**config.mk**
```make
export PLATFORM = sky130hd
export DESIGN_NAME = adder_share_arbiter_flat
export DESIGN_NICKNAME = d
export VERILOG_FILES = /design/src/rtl/adder_pkg.sv /design/src/rtl/adder_share_arbiter_if.sv /design/src/rtl/adder_share_arbiter_rr_arbiter.sv /design/src/rtl/carry_select_adder.sv /design/src/rtl/adder_share_arbiter.sv /design/src/flat_wrapper.sv
export SDC_FILE = /design/constraint.sdc
export NUM_CORES = 1
export LEC_CHECK = 0
export BUFFER_PORTS_ARGS = -buffer_cell sky130_fd_sc_hd__clkbuf_2
export CAP_MARGIN = 40
export CORE_MARGIN = 2
export CORE_UTILIZATION = 40
export DETAILED_ROUTE_END_ITERATION = 8
export PLACE_DENSITY = 0.74
export SLEW_MARGIN = 0
export SYNTH_ARGS = -nofsm -noshare
export SYNTH_HDL_FRONTEND = slang
export SYNTH_HIERARCHICAL = 1
export SYNTH_SLANG_ARGS = --single-unit
```
**constraint.sdc**
```tcl
create_clock -name clk -period 11.2 [get_ports clk]
set_clock_uncertainty 0.1 [all_clocks]
set_input_delay 1.12 -clock clk [delete_from_list [all_inputs] [get_ports clk]]
set_output_delay 1.12 -clock clk [all_outputs]
set_load 0.02 [all_outputs]
```
**src/rtl/adder_pkg.sv**
```systemverilog
// ============================================================================
// Module : adder_pkg
// Shared constants and helpers for the adder family.
// Rev    : 1.0
// ============================================================================
`default_nettype none

package adder_pkg;

  localparam int DEFAULT_WIDTH = 32;

  // Ceiling log2, floored at 1 so a 1-bit id is always available.
  function automatic int clog2(input int value);
    int result;
    result = 0;
    while ((1 << result) < value) begin
      result = result + 1;
    end
    if (result < 1) begin
      result = 1;
    end
    return result;
  endfunction

  function automatic logic add_ovf(input logic a_msb, input logic b_msb, input logic s_msb);
    return (a_msb == b_msb) && (s_msb != a_msb);
  endfunction

endpackage

`default_nettype wire

```
**src/rtl/adder_share_arbiter_if.sv**
```systemverilog
// ============================================================================
// Module : adder_share_arbiter_if
// Request and result handshake bundle for the shared adder.
// Rev    : 1.0
// ============================================================================
`default_nettype none

interface adder_share_arbiter_if #(
  parameter int WIDTH   = adder_pkg::DEFAULT_WIDTH,
  parameter int NUM_REQ = 4
);
  import adder_pkg::*;

  localparam int ID_W = clog2(NUM_REQ);

  logic [NUM_REQ-1:0]       req_valid;
  logic [NUM_REQ-1:0]       req_ready;
  logic [NUM_REQ*WIDTH-1:0] req_a;
  logic [NUM_REQ*WIDTH-1:0] req_b;
  logic [NUM_REQ-1:0]       req_cin;
  logic                     res_valid;
  logic                     res_ready;
  logic [WIDTH-1:0]         res_sum;
  logic                     res_cout;
  logic                     res_ovf;
  logic [ID_W-1:0]          res_id;

  modport master (
    output req_valid, req_a, req_b, req_cin, res_ready,
    input  req_ready, res_valid, res_sum, res_cout, res_ovf, res_id
  );

  modport slave (
    input  req_valid, req_a, req_b, req_cin, res_ready,
    output req_ready, res_valid, res_sum, res_cout, res_ovf, res_id
  );

endinterface

`default_nettype wire

```
**src/rtl/adder_share_arbiter_rr_arbiter.sv**
```systemverilog
// ============================================================================
// Module : rr_arbiter
// Combinational round-robin grant starting the search at i_ptr.
// Rev    : 1.0
// ============================================================================
`default_nettype none

module rr_arbiter #(
  parameter int NUM_REQ = 4,
  parameter int ID_W    = adder_pkg::clog2(NUM_REQ)
) (
  input  wire logic [NUM_REQ-1:0] i_req,
  input  wire logic [ID_W-1:0]    i_ptr,
  input  wire logic               i_enable,
  output logic      [NUM_REQ-1:0] o_grant,
  output logic      [ID_W-1:0]    o_idx
);

  always_comb begin : p_search
    int  v_j;
    logic v_found;
    o_grant = '0;
    o_idx   = '0;
    v_found = 1'b0;
    v_j     = 0;
    for (int k = 0; k < NUM_REQ; k++) begin
      v_j = int'(i_ptr) + k;
      if (v_j >= NUM_REQ) begin
        v_j = v_j - NUM_REQ;
      end
      if (i_enable && !v_found && i_req[v_j]) begin
        v_found      = 1'b1;
        o_grant[v_j] = 1'b1;
        o_idx        = v_j[ID_W-1:0];
      end
    end
  end

endmodule

`default_nettype wire

```
**src/rtl/carry_select_adder.sv**
```systemverilog
// ============================================================================
// Module : carry_select_adder
// WIDTH-bit adder built from 4-bit carry-select blocks.
// Rev    : 1.0
// ============================================================================
`default_nettype none

module carry_select_adder #(
  parameter int WIDTH = adder_pkg::DEFAULT_WIDTH
) (
  input  wire logic [WIDTH-1:0] i_a,
  input  wire logic [WIDTH-1:0] i_b,
  input  wire logic             i_cin,
  output logic      [WIDTH-1:0] o_sum,
  output logic                  o_cout
);

  localparam int BLK  = 4;
  localparam int NBLK = (WIDTH + BLK - 1) / BLK;

  logic [NBLK:0] w_c;

  assign w_c[0] = i_cin;

  for (genvar k = 0; k < NBLK; k++) begin : g_blk
    localparam int LO = k * BLK;
    localparam int BW = ((WIDTH - LO) < BLK) ? (WIDTH - LO) : BLK;

    logic [BW:0] w_s0;
    logic [BW:0] w_s1;

    // Both carry hypotheses are precomputed; the incoming carry only selects.
    assign w_s0 = {1'b0, i_a[LO +: BW]} + {1'b0, i_b[LO +: BW]};
    assign w_s1 = {1'b0, i_a[LO +: BW]} + {1'b0, i_b[LO +: BW]} + (BW+1)'(1);

    assign o_sum[LO +: BW] = w_c[k] ? w_s1[BW-1:0] : w_s0[BW-1:0];
    assign w_c[k+1]        = w_c[k] ? w_s1[BW]     : w_s0[BW];
  end

  assign o_cout = w_c[NBLK];

endmodule

`default_nettype wire

```
**src/rtl/adder_share_arbiter.sv**
```systemverilog
// ============================================================================
// Module : adder_share_arbiter
// Round-robin sharing of one carry_select_adder with a 1-deep result register.
// Rev    : 1.0
// ============================================================================
`default_nettype none

module adder_share_arbiter
  import adder_pkg::*;
#(
  parameter int WIDTH   = DEFAULT_WIDTH,
  parameter int NUM_REQ = 4
) (
  input  wire logic           clk,
  input  wire logic           rst,
  adder_share_arbiter_if.slave bus
);

  localparam int ID_W = clog2(NUM_REQ);

  logic [ID_W-1:0]    r_ptr;
  logic               r_res_valid;
  logic [WIDTH-1:0]   r_res_sum;
  logic               r_res_cout;
  logic               r_res_ovf;
  logic [ID_W-1:0]    r_res_id;

  logic               w_can_accept;
  logic [NUM_REQ-1:0] w_grant;
  logic [ID_W-1:0]    w_idx;
  logic               w_xfer;
  logic [WIDTH-1:0]   w_a;
  logic [WIDTH-1:0]   w_b;
  logic               w_cin;
  logic [WIDTH-1:0]   w_sum;
  logic               w_cout;
  logic               w_ovf;

  // Granting is suppressed during reset so nothing appears accepted.
  assign w_can_accept = (!r_res_valid || bus.res_ready) && !rst;

  rr_arbiter #(
    .NUM_REQ (NUM_REQ),
    .ID_W    (ID_W)
  ) u_rr_arbiter (
    .i_req    (bus.req_valid),
    .i_ptr    (r_ptr),
    .i_enable (w_can_accept),
    .o_grant  (w_grant),
    .o_idx    (w_idx)
  );

  assign w_xfer        = |w_grant;
  assign bus.req_ready = w_grant;

  assign w_a   = bus.req_a[int'(w_idx)*WIDTH +: WIDTH];
  assign w_b   = bus.req_b[int'(w_idx)*WIDTH +: WIDTH];
  assign w_cin = bus.req_cin[w_idx];

  carry_select_adder #(
    .WIDTH (WIDTH)
  ) u_adder (
    .i_a    (w_a),
    .i_b    (w_b),
    .i_cin  (w_cin),
    .o_sum  (w_sum),
    .o_cout (w_cout)
  );

  assign w_ovf = add_ovf(w_a[WIDTH-1], w_b[WIDTH-1], w_sum[WIDTH-1]);

  always_ff @(posedge clk or posedge rst) begin
    if (rst) begin
      r_ptr       <= '0;
      r_res_valid <= 1'b0;
      r_res_sum   <= '0;
      r_res_cout  <= 1'b0;
      r_res_ovf   <= 1'b0;
      r_res_id    <= '0;
    end else if (w_xfer) begin
      r_res_valid <= 1'b1;
      r_res_sum   <= w_sum;
      r_res_cout  <= w_cout;
      r_res_ovf   <= w_ovf;
      r_res_id    <= w_idx;
      // Explicit wrap keeps the pointer legal for non-power-of-two counts.
      r_ptr       <= (w_idx == ID_W'(NUM_REQ-1)) ? '0 : w_idx + ID_W'(1);
    end else if (bus.res_ready) begin
      r_res_valid <= 1'b0;
    end
  end

  assign bus.res_valid = r_res_valid;
  assign bus.res_sum   = r_res_sum;
  assign bus.res_cout  = r_res_cout;
  assign bus.res_ovf   = r_res_ovf;
  assign bus.res_id    = r_res_id;

endmodule

`default_nettype wire

```
**src/flat_wrapper.sv**
```systemverilog
// flat-port wrapper written by rule: the top's interface ports become plain ports
module adder_share_arbiter_flat import adder_pkg::*;
#(
  parameter int WIDTH   = DEFAULT_WIDTH,
  parameter int NUM_REQ = 4
)
  (clk, rst, bus_req_valid, bus_req_a, bus_req_b, bus_req_cin, bus_res_ready, bus_req_ready, bus_res_valid, bus_res_sum, bus_res_cout, bus_res_ovf, bus_res_id);
  adder_share_arbiter_if #(.WIDTH(WIDTH), .NUM_REQ(NUM_REQ)) bus_i ();
  input  wire logic clk;
  input  wire logic rst;
  input wire logic [$bits(bus_i.req_valid)-1:0] bus_req_valid;
  input wire logic [$bits(bus_i.req_a)-1:0] bus_req_a;
  input wire logic [$bits(bus_i.req_b)-1:0] bus_req_b;
  input wire logic [$bits(bus_i.req_cin)-1:0] bus_req_cin;
  input wire logic [$bits(bus_i.res_ready)-1:0] bus_res_ready;
  output wire logic [$bits(bus_i.req_ready)-1:0] bus_req_ready;
  output wire logic [$bits(bus_i.res_valid)-1:0] bus_res_valid;
  output wire logic [$bits(bus_i.res_sum)-1:0] bus_res_sum;
  output wire logic [$bits(bus_i.res_cout)-1:0] bus_res_cout;
  output wire logic [$bits(bus_i.res_ovf)-1:0] bus_res_ovf;
  output wire logic [$bits(bus_i.res_id)-1:0] bus_res_id;
  assign bus_i.req_valid = bus_req_valid;
  assign bus_i.req_a = bus_req_a;
  assign bus_i.req_b = bus_req_b;
  assign bus_i.req_cin = bus_req_cin;
  assign bus_i.res_ready = bus_res_ready;
  assign bus_req_ready = bus_i.req_ready;
  assign bus_res_valid = bus_i.res_valid;
  assign bus_res_sum = bus_i.res_sum;
  assign bus_res_cout = bus_i.res_cout;
  assign bus_res_ovf = bus_i.res_ovf;
  assign bus_res_id = bus_i.res_id;
  adder_share_arbiter #(.WIDTH(WIDTH), .NUM_REQ(NUM_REQ)) u_core (.clk(clk), .rst(rst), .bus(bus_i));
endmodule
```
Yosys cells after proc, flatten, opt, wreduce, memory -nomap -nowiden
Index checks and enable logic that the tools add are counted.
{"block": "op_classes", "n_addsub": 24, "multipliers": 0, "div_mod_pow": 0, "magnitude_cmp": 13, "n_eq_ne": 3, "shifts": 2, "n_mux": 56, "bitwise": 3, "n_reduce_logical": 21}
{"operator": "variable part select 128 x 8 -> 32 bit", "count": 2}
{"operator": "greater-or-equal comparator 32 x 1 -> 1 bit (second input constant)", "count": 4}
{"operator": "less-than comparator 32 x 4 -> 1 bit (second input constant)", "count": 4}
{"operator": "2-to-1 mux 32 bit", "count": 4}
{"operator": "2-to-1 mux 4 bit", "count": 12}
{"operator": "adder 4 x 4 -> 5 bit", "count": 8}
{"operator": "adder 5 x 1 -> 5 bit (second input constant)", "count": 8}
{"operator": "2-to-1 mux 1 bit", "count": 26}
{"operator": "logical AND 1 bit", "count": 13}
{"operator": "OR 4 bit", "count": 3}
{"operator": "subtractor 3 x 3 -> 4 bit (second input constant)", "count": 3}
{"operator": "binary-select mux 1 bit (select 2 bit)", "count": 5}
{"operator": "2-to-1 mux 2 bit", "count": 5}
{"operator": "greater-or-equal comparator 3 bit (second input constant)", "count": 3}
{"operator": "demux 1 bit (select 2 bit)", "count": 4}
{"operator": "adder 2 x 2 -> 3 bit (second input constant)", "count": 2}
{"operator": "zero test 1 bit", "count": 5}
{"operator": "OR reduction 4 bit", "count": 1}
{"operator": "subtractor 2 x 3 -> 4 bit (second input constant)", "count": 1}
{"operator": "adder 2 x 1 -> 3 bit (second input constant)", "count": 1}
{"operator": "greater-or-equal comparator 2 x 3 -> 1 bit (second input constant)", "count": 1}
{"operator": "less-than comparator 2 x 3 -> 1 bit (second input constant)", "count": 1}
{"operator": "adder 2 x 1 -> 2 bit (second input constant)", "count": 1}
{"operator": "equality test 2 bit (second input constant)", "count": 1}
{"operator": "other kinds (4)", "count": 4}
{"block": "totals", "reg_bits": 39, "latchBits": 0, "ramBits": 0, "mem_bits_ro": 0, "input_bits": 267, "memories": 0}

Depth between registers and ports, before layout
{"block": "depth", "ltp_word": 32, "mapped_depth": 29}

Hierarchy
The synthesis kept the hierarchy.
{"module": "adder_share_arbiter", "n_inst": 1, "cells_per_inst": 170, "area_per_inst_um2": 3051.7}
{"module": "carry_select_adder", "n_inst": 1, "cells_per_inst": 211, "area_per_inst_um2": 1868.0}
{"module": "rr_arbiter", "n_inst": 1, "cells_per_inst": 58, "area_per_inst_um2": 481.7}

Worst setup path after synthesis
Ideal clock, no wire load.
{"block": "synth_path", "kind": "input-to-reg", "start": "input rst", "end": "register u_core.r_res_sum[29], in the netlist u_core/bus.res_sum[29]", "setup_time_ns": 0.128, "t_arrival_ns": 8.060, "required_ns": 10.972, "setup_slack_ns": 2.913, "path_stages": 25, "n_path_buf": 2, "cell_sequence": "inv_1 o21a_1 inv_1 or3_4 a2111oi_4 o2bb2ai_1 buf_2 buf_1 mux4_2 ha_1 fa_1 ha_1 a21oi_1 nor2b_1 o311ai_1 a41oi_1 a21oi_2 nor3b_1 a211oi_4 nand4_2 mux2_4 mux2i_4 xnor2_1 mux2_4 mux2_1"}
{"block": "synth_between", "elab_chain_cells": 27}
{"element": "start, declared", "line": "flat_wrapper.sv:10", "text": "input wire logic rst;"}
{"element": "zero test 1 bit (*)", "line": "adder_share_arbiter.sv:40", "text": "assign w_can_accept = (!r_res_valid || bus.res_ready) && !rst;"}
{"element": "logical AND 1 bit (*)", "line": "adder_share_arbiter.sv:40"}
{"element": "net u_core.w_can_accept", "line": "adder_share_arbiter.sv:28", "text": "logic w_can_accept;"}
{"element": "logical AND 1 bit", "line": "adder_share_arbiter_rr_arbiter.sv:31", "text": "if (i_enable && !v_found && i_req[v_j]) begin"}
{"element": "2-to-1 mux 1 bit", "line": "adder_share_arbiter_rr_arbiter.sv:31"}
{"element": "zero test 1 bit", "line": "adder_share_arbiter_rr_arbiter.sv:31"}
{"element": "logical AND 1 bit (2 in series)", "line": "adder_share_arbiter_rr_arbiter.sv:31"}
{"element": "2-to-1 mux 1 bit", "line": "adder_share_arbiter_rr_arbiter.sv:31"}
{"element": "[... 8 more ...]"}
{"element": "net u_core.w_idx[1]", "line": "adder_share_arbiter.sv:30", "text": "logic [ID_W-1:0] w_idx;"}
{"element": "variable part select 128 x 8 -> 32 bit (*)", "line": "adder_share_arbiter.sv:57", "text": "assign w_b = bus.req_b[int'(w_idx)*WIDTH +: WIDTH];"}
{"element": "net u_core.w_b[0]", "line": "adder_share_arbiter.sv:33", "text": "logic [WIDTH-1:0] w_b;"}
{"element": "adder 4 x 4 -> 5 bit (*)", "line": "carry_select_adder.sv:33, carry_select_adder.sv:34"}
{"element": "adder 5 x 1 -> 5 bit", "line": "carry_select_adder.sv:34", "text": "assign w_s1 = {1'b0, i_a[LO +: BW]} + {1'b0, i_b[LO +: BW]} + (BW+1)'(1);"}
{"element": "2-to-1 mux 1 bit (*) (7 in series)", "line": "carry_select_adder.sv:37", "text": "assign w_c[k+1] = w_c[k] ? w_s1[BW] : w_s0[BW];"}
{"element": "2-to-1 mux 4 bit (*)", "line": "carry_select_adder.sv:36", "text": "assign o_sum[LO +: BW] = w_c[k] ? w_s1[BW-1:0] : w_s0[BW-1:0];"}
{"element": "net u_core.w_sum[29]", "line": "adder_share_arbiter.sv:35", "text": "logic [WIDTH-1:0] w_sum;"}
{"element": "end signal, assigned", "line": "adder_share_arbiter.sv:82", "text": "r_res_sum <= w_sum;"}
{"element": "end, declared", "line": "adder_share_arbiter.sv:23", "text": "logic [WIDTH-1:0] r_res_sum;"}
The timed path passes the listed nets; every way through them passes the cells marked *. The select of a mux whose other input is x is not followed.
A chain may end at the register's enable or synchronous reset.

Worst setup path in the final report
{"block": "layout_path", "start": "register u_core.r_ptr[0]", "end": "register u_core.r_res_sum[29], in the netlist u_core/bus.res_sum[29]"}
{"element": "start, declared", "line": "adder_share_arbiter.sv:21", "text": "logic [ID_W-1:0] r_ptr;"}
{"element": "start signal, assigned", "line": "adder_share_arbiter.sv:87", "text": "r_ptr <= (w_idx == ID_W'(NUM_REQ-1)) ? '0 : w_idx + ID_W'(1);"}
{"element": "subtractor 2 x 3 -> 4 bit / greater-or-equal comparator 2 x 3 -> 1 bit (equally long branches)", "line": "adder_share_arbiter_rr_arbiter.sv:29, adder_share_arbiter_rr_arbiter.sv:28"}
{"element": "2-to-1 mux 32 bit", "line": "adder_share_arbiter_rr_arbiter.sv:28", "text": "if (v_j >= NUM_REQ) begin"}
{"element": "binary-select mux 1 bit (select 2 bit)", "line": "adder_share_arbiter_rr_arbiter.sv:31"}
{"element": "2-to-1 mux 1 bit (not written as such) (2 in series)", "line": "adder_share_arbiter_rr_arbiter.sv:31"}
{"element": "logical AND 1 bit", "line": "adder_share_arbiter_rr_arbiter.sv:31"}
{"element": "2-to-1 mux 1 bit", "line": "adder_share_arbiter_rr_arbiter.sv:31"}
{"element": "zero test 1 bit", "line": "adder_share_arbiter_rr_arbiter.sv:31"}
{"element": "logical AND 1 bit (2 in series)", "line": "adder_share_arbiter_rr_arbiter.sv:31"}
{"element": "[... 9 more ...]"}
{"element": "net u_core.w_idx[1]", "line": "adder_share_arbiter.sv:30"}
{"element": "variable part select 128 x 8 -> 32 bit (*)", "line": "adder_share_arbiter.sv:56", "text": "assign w_a = bus.req_a[int'(w_idx)*WIDTH +: WIDTH];"}
{"element": "net u_core.w_a[4]", "line": "adder_share_arbiter.sv:32", "text": "logic [WIDTH-1:0] w_a;"}
{"element": "adder 4 x 4 -> 5 bit (*)", "line": "carry_select_adder.sv:33, carry_select_adder.sv:34"}
{"element": "adder 5 x 1 -> 5 bit", "line": "carry_select_adder.sv:34"}
{"element": "2-to-1 mux 1 bit (*) (6 in series)", "line": "carry_select_adder.sv:37"}
{"element": "2-to-1 mux 4 bit (*)", "line": "carry_select_adder.sv:36"}
{"element": "net u_core.w_sum[29]", "line": "adder_share_arbiter.sv:35"}
Marks and branches as above.

==> out/results.txt <==
CP endpoint kind -> flip-flop
TritonCTS Sinks -> 39
Wirelength per Cell -> 17.71 um
global-route wire length before repair -> 25080 um
crit path time final -> 8.043 ns
DIE AREA -> 14450 sq um
startpoint types -> flip-flop
Hold Crit Depth -> 1
Layout Nets -> 1058
Post-CTS Setup Repair Bufs -> 0
final wirelength -> 16160 um
slowest stage cell, crit path -> dfrtp_1
pre-CTS setup slack -> 2.820 ns
Slew HR -> 0.5595
vias in the first global route -> 5011
Fmax -> 0.1243 GHz
setup TNS -> 0 ns
r2r endpoint -> u_core/bus.res_sum[29]
Pre-antenna DRT Iters -> 5
Final period util -> 0.7181
pwr dens -> 392.7 nW/um^2
grt ovf -> 0
syn nets -> 762
critical path depth -> 23
Hold Startpoint -> u_core/bus.res_ovf
Worst-Skew Late Latency -> 0.28 ns
CTS clk-pin slew, worst paths -> 0.06 ns
Post-synth EDFFs -> 0
Initial Util -> 0.4095
Worst Reg-to-Reg Cells -> 23
Syn Inst Count -> 439
largest net degree at the start of global routing -> 43
number of port buffers -> 307
endpoints failing setup -> 0
H-tree depth -> 2
Hold EP -> u_core/bus.res_ovf
CTS max path bufs -> 2
RSZ-0062 raised after global routing -> no
Final HPWL DP -> 13980 um
synthesized flop and latch total -> 39
row cnt -> 42
final worst slack -> 3.157 ns
cell area after synthesis -> 5401 sq um
number of antenna diodes -> 0
R2R Path Start -> u_core/r_ptr[0]
worst-margin pin slew -> 0.6597 ns
Post-CTS Hold Fix Bufs -> 0
Pwr Total -> 0.002855 W
Crit path largest cell delay -> 0.64 ns
Overall Global Routing Usage -> 0.2200
status -> finished clean
fraction of registers with async set/reset -> 1.000
syn avg cell area -> 12.30 sq um
Slew Viols, Final -> 0
WP data required -> 11.26 ns
Worst path top cell family by delay -> compound AO/OA/AOI/OAI gates
via count -> 4969
share of cells above drive strength 1 -> 0.6033
starting DRC count in detailed routing -> 229
Cell variety after synth -> 57
Leakage Power -> 3.453 nW
Root Driver -> clkbuf_16
register area share after synthesis -> 0.1807
Worst Path Arrival -> 8.10 ns
die span in y -> 120.2 um
CTS tree -> built
count of buffer and inverter cells on the critical path -> 2
area delta synth->final -> 34.61%
number of I/O pins -> 308
Setup CP Type -> flip-flop to flip-flop
routability cong. -> 0.8843
Top FF cell, synth -> dfrtp_1
Core ar. -> 13190 sq um
Final Hold Viols -> 0
VDD IR-drop max -> 158.3 uV
internal reg-to-reg setup slack -> 3.16 ns
min-delay worst type -> flip-flop to flip-flop
worst-path cell chain -> inv_1 > ha_1 > mux4_2 > or3_4 > a2111oi_4 > o2bb2ai_4 > buf_4 > mux4_2 > ha_1 > fa_1 > a21o_1 > a21oi_1 > nand3_1 > a311o_1 > a21oi_2 > nor3b_1 > a211oi_4 > nand4_2 > mux2_4 > mux2i_4 > xnor2_1 > mux2_4 > mux2_1
initial antenna violation count -> 0
Max Cap Viol -> 0
# resized after CTS -> 0
ANT nets after route -> 0
Via density -> 5.448
worst hold margin -> 0.3869 ns
Chip Width -> 120.2 um
TritonCTS buffer count -> 5
YS warnings -> 6
Remaining DRCs -> 0
crit path max fanout -> 24
-- registers in the layout, summed over array words and instances, names as in the netlist --
| name | count |
|---|---|
| u_core/bus.res_sum | 32 |
| u_core/bus.res_valid | 1 |
| u_core/r_ptr | 2 |
| u_core/bus.res_ovf | 1 |
| u_core/bus.res_cout | 1 |
| u_core/bus.res_id | 2 |
-- synthesized netlist by cell type (4+ instances only) --
cell type | count | area [sq um]
nor2b_1 | 6 | 37.54
buf_1 | 5 | 18.77
nand2_1 | 24 | 90.09
mux2i_1 | 6 | 60.06
nor2_1 | 10 | 37.54
nand3b_1 | 6 | 45.04
nand4_1 | 7 | 43.79
mux2_2 | 40 | 450.4
xor2_1 | 18 | 157.7
inv_1 | 8 | 30.03
mux4_2 | 68 | 1531
fa_1 | 8 | 160.2
buf_2 | 10 | 50.05
a21oi_1 | 20 | 100.1
a21o_1 | 18 | 135.1
nand3_1 | 5 | 25.02
a221o_1 | 4 | 40.04
buf_4 | 5 | 37.54
nor3_1 | 4 | 20.02
ha_1 | 48 | 600.6
dfrtp_1 | 39 | 975.9
xnor2_1 | 28 | 245.2
-- routing by layer --
layer	track usage	vias up	part of all wire
met5	0	-	0
met1	0.2698	2383	0.39
met2	0.3906	228	0.51
met4	0.04779	0	0.016
li1	-	2344	-
met3	0.05519	14	0.085
-- per-stage QoR --
| stage | instance area, sq um | cells | utilization |
|---|---|---|---|
| finish | 7271 | 912 | 0.5512 |
| global route | 7271 | 912 | 0.5512 |
| global placement | 7097 | 904 | 0.5380 |
| detailed placement | 7097 | 904 | 0.5380 |
| floorplan | 5401 | 439 | - |
| CTS | 7271 | 912 | 0.5512 |
-- logic make-up (layout without fill, tap and decap cells) --
kind of cell | count (synthesis) | after routing | synth area share
mux | 120 | 120 | 0.3940
compound gates | 67 | 67 | 0.09266
xor+xnor | 46 | 46 | 0.07459
buf+inv | 32 | 329 | 0.03081
fa+ha+maj | 56 | 56 | 0.1408
simple gates | 79 | 79 | 0.08640
flops | 39 | 39 | 0.1807
-- report_power, final --
part	internal, W	total, W	switching [W]
Combinational	0.00119	0.00241	0.00122
Clock	0.000111	0.000165	0.0000543
Sequential	0.000230	0.000280	0.0000508
Total	0.00153	0.00286	0.00133
-- layout make-up --
cell class,count,area [sq um]
Multi-Input combinational cell,368,4289
Clock buffer,6,138.9
Sequential cell,39,975.9
Timing Repair Buffer,313,1582
Inverter,8,30.03
Tap cell,176,220.2
Fill cell,1166,5919
Clock inverter,2,35.03
-- worst max-delay path by stage --
stage | slack, ns | endpoint | start
after floorplan | 2.91 | u_core/bus.res_sum[29] | rst
after global placement | 2.95 | u_core/bus.res_sum[29] | rst
after detailed placement | 2.82 | u_core/bus.res_sum[29] | rst
after CTS | 3.09 | u_core/bus.res_sum[29] | u_core/r_ptr[0]
after global routing | 2.63 | u_core/bus.res_sum[29] | rst
final | 3.16 | u_core/bus.res_sum[29] | u_core/r_ptr[0]
-- placed cells by master (no fill, tap or decap), drive strengths merged, types with 4 or more instances in the layout --
cell type	synthesis	routed
a221o	4	4
nor3	4	4
mux4	68	68
nor2	10	10
mux2i	7	7
fa	8	8
nor2b	6	6
dfrtp	39	39
nand3	5	5
ha	48	48
nand4	8	8
nand2	24	24
buf	22	6
inv	8	8
mux2	45	45
xor2	18	18
a21o	18	18
xnor2	28	28
a21oi	21	21
clkbuf	2	313
nand3b	6	6
No activity file was read; power rests on OpenSTA's default activity.
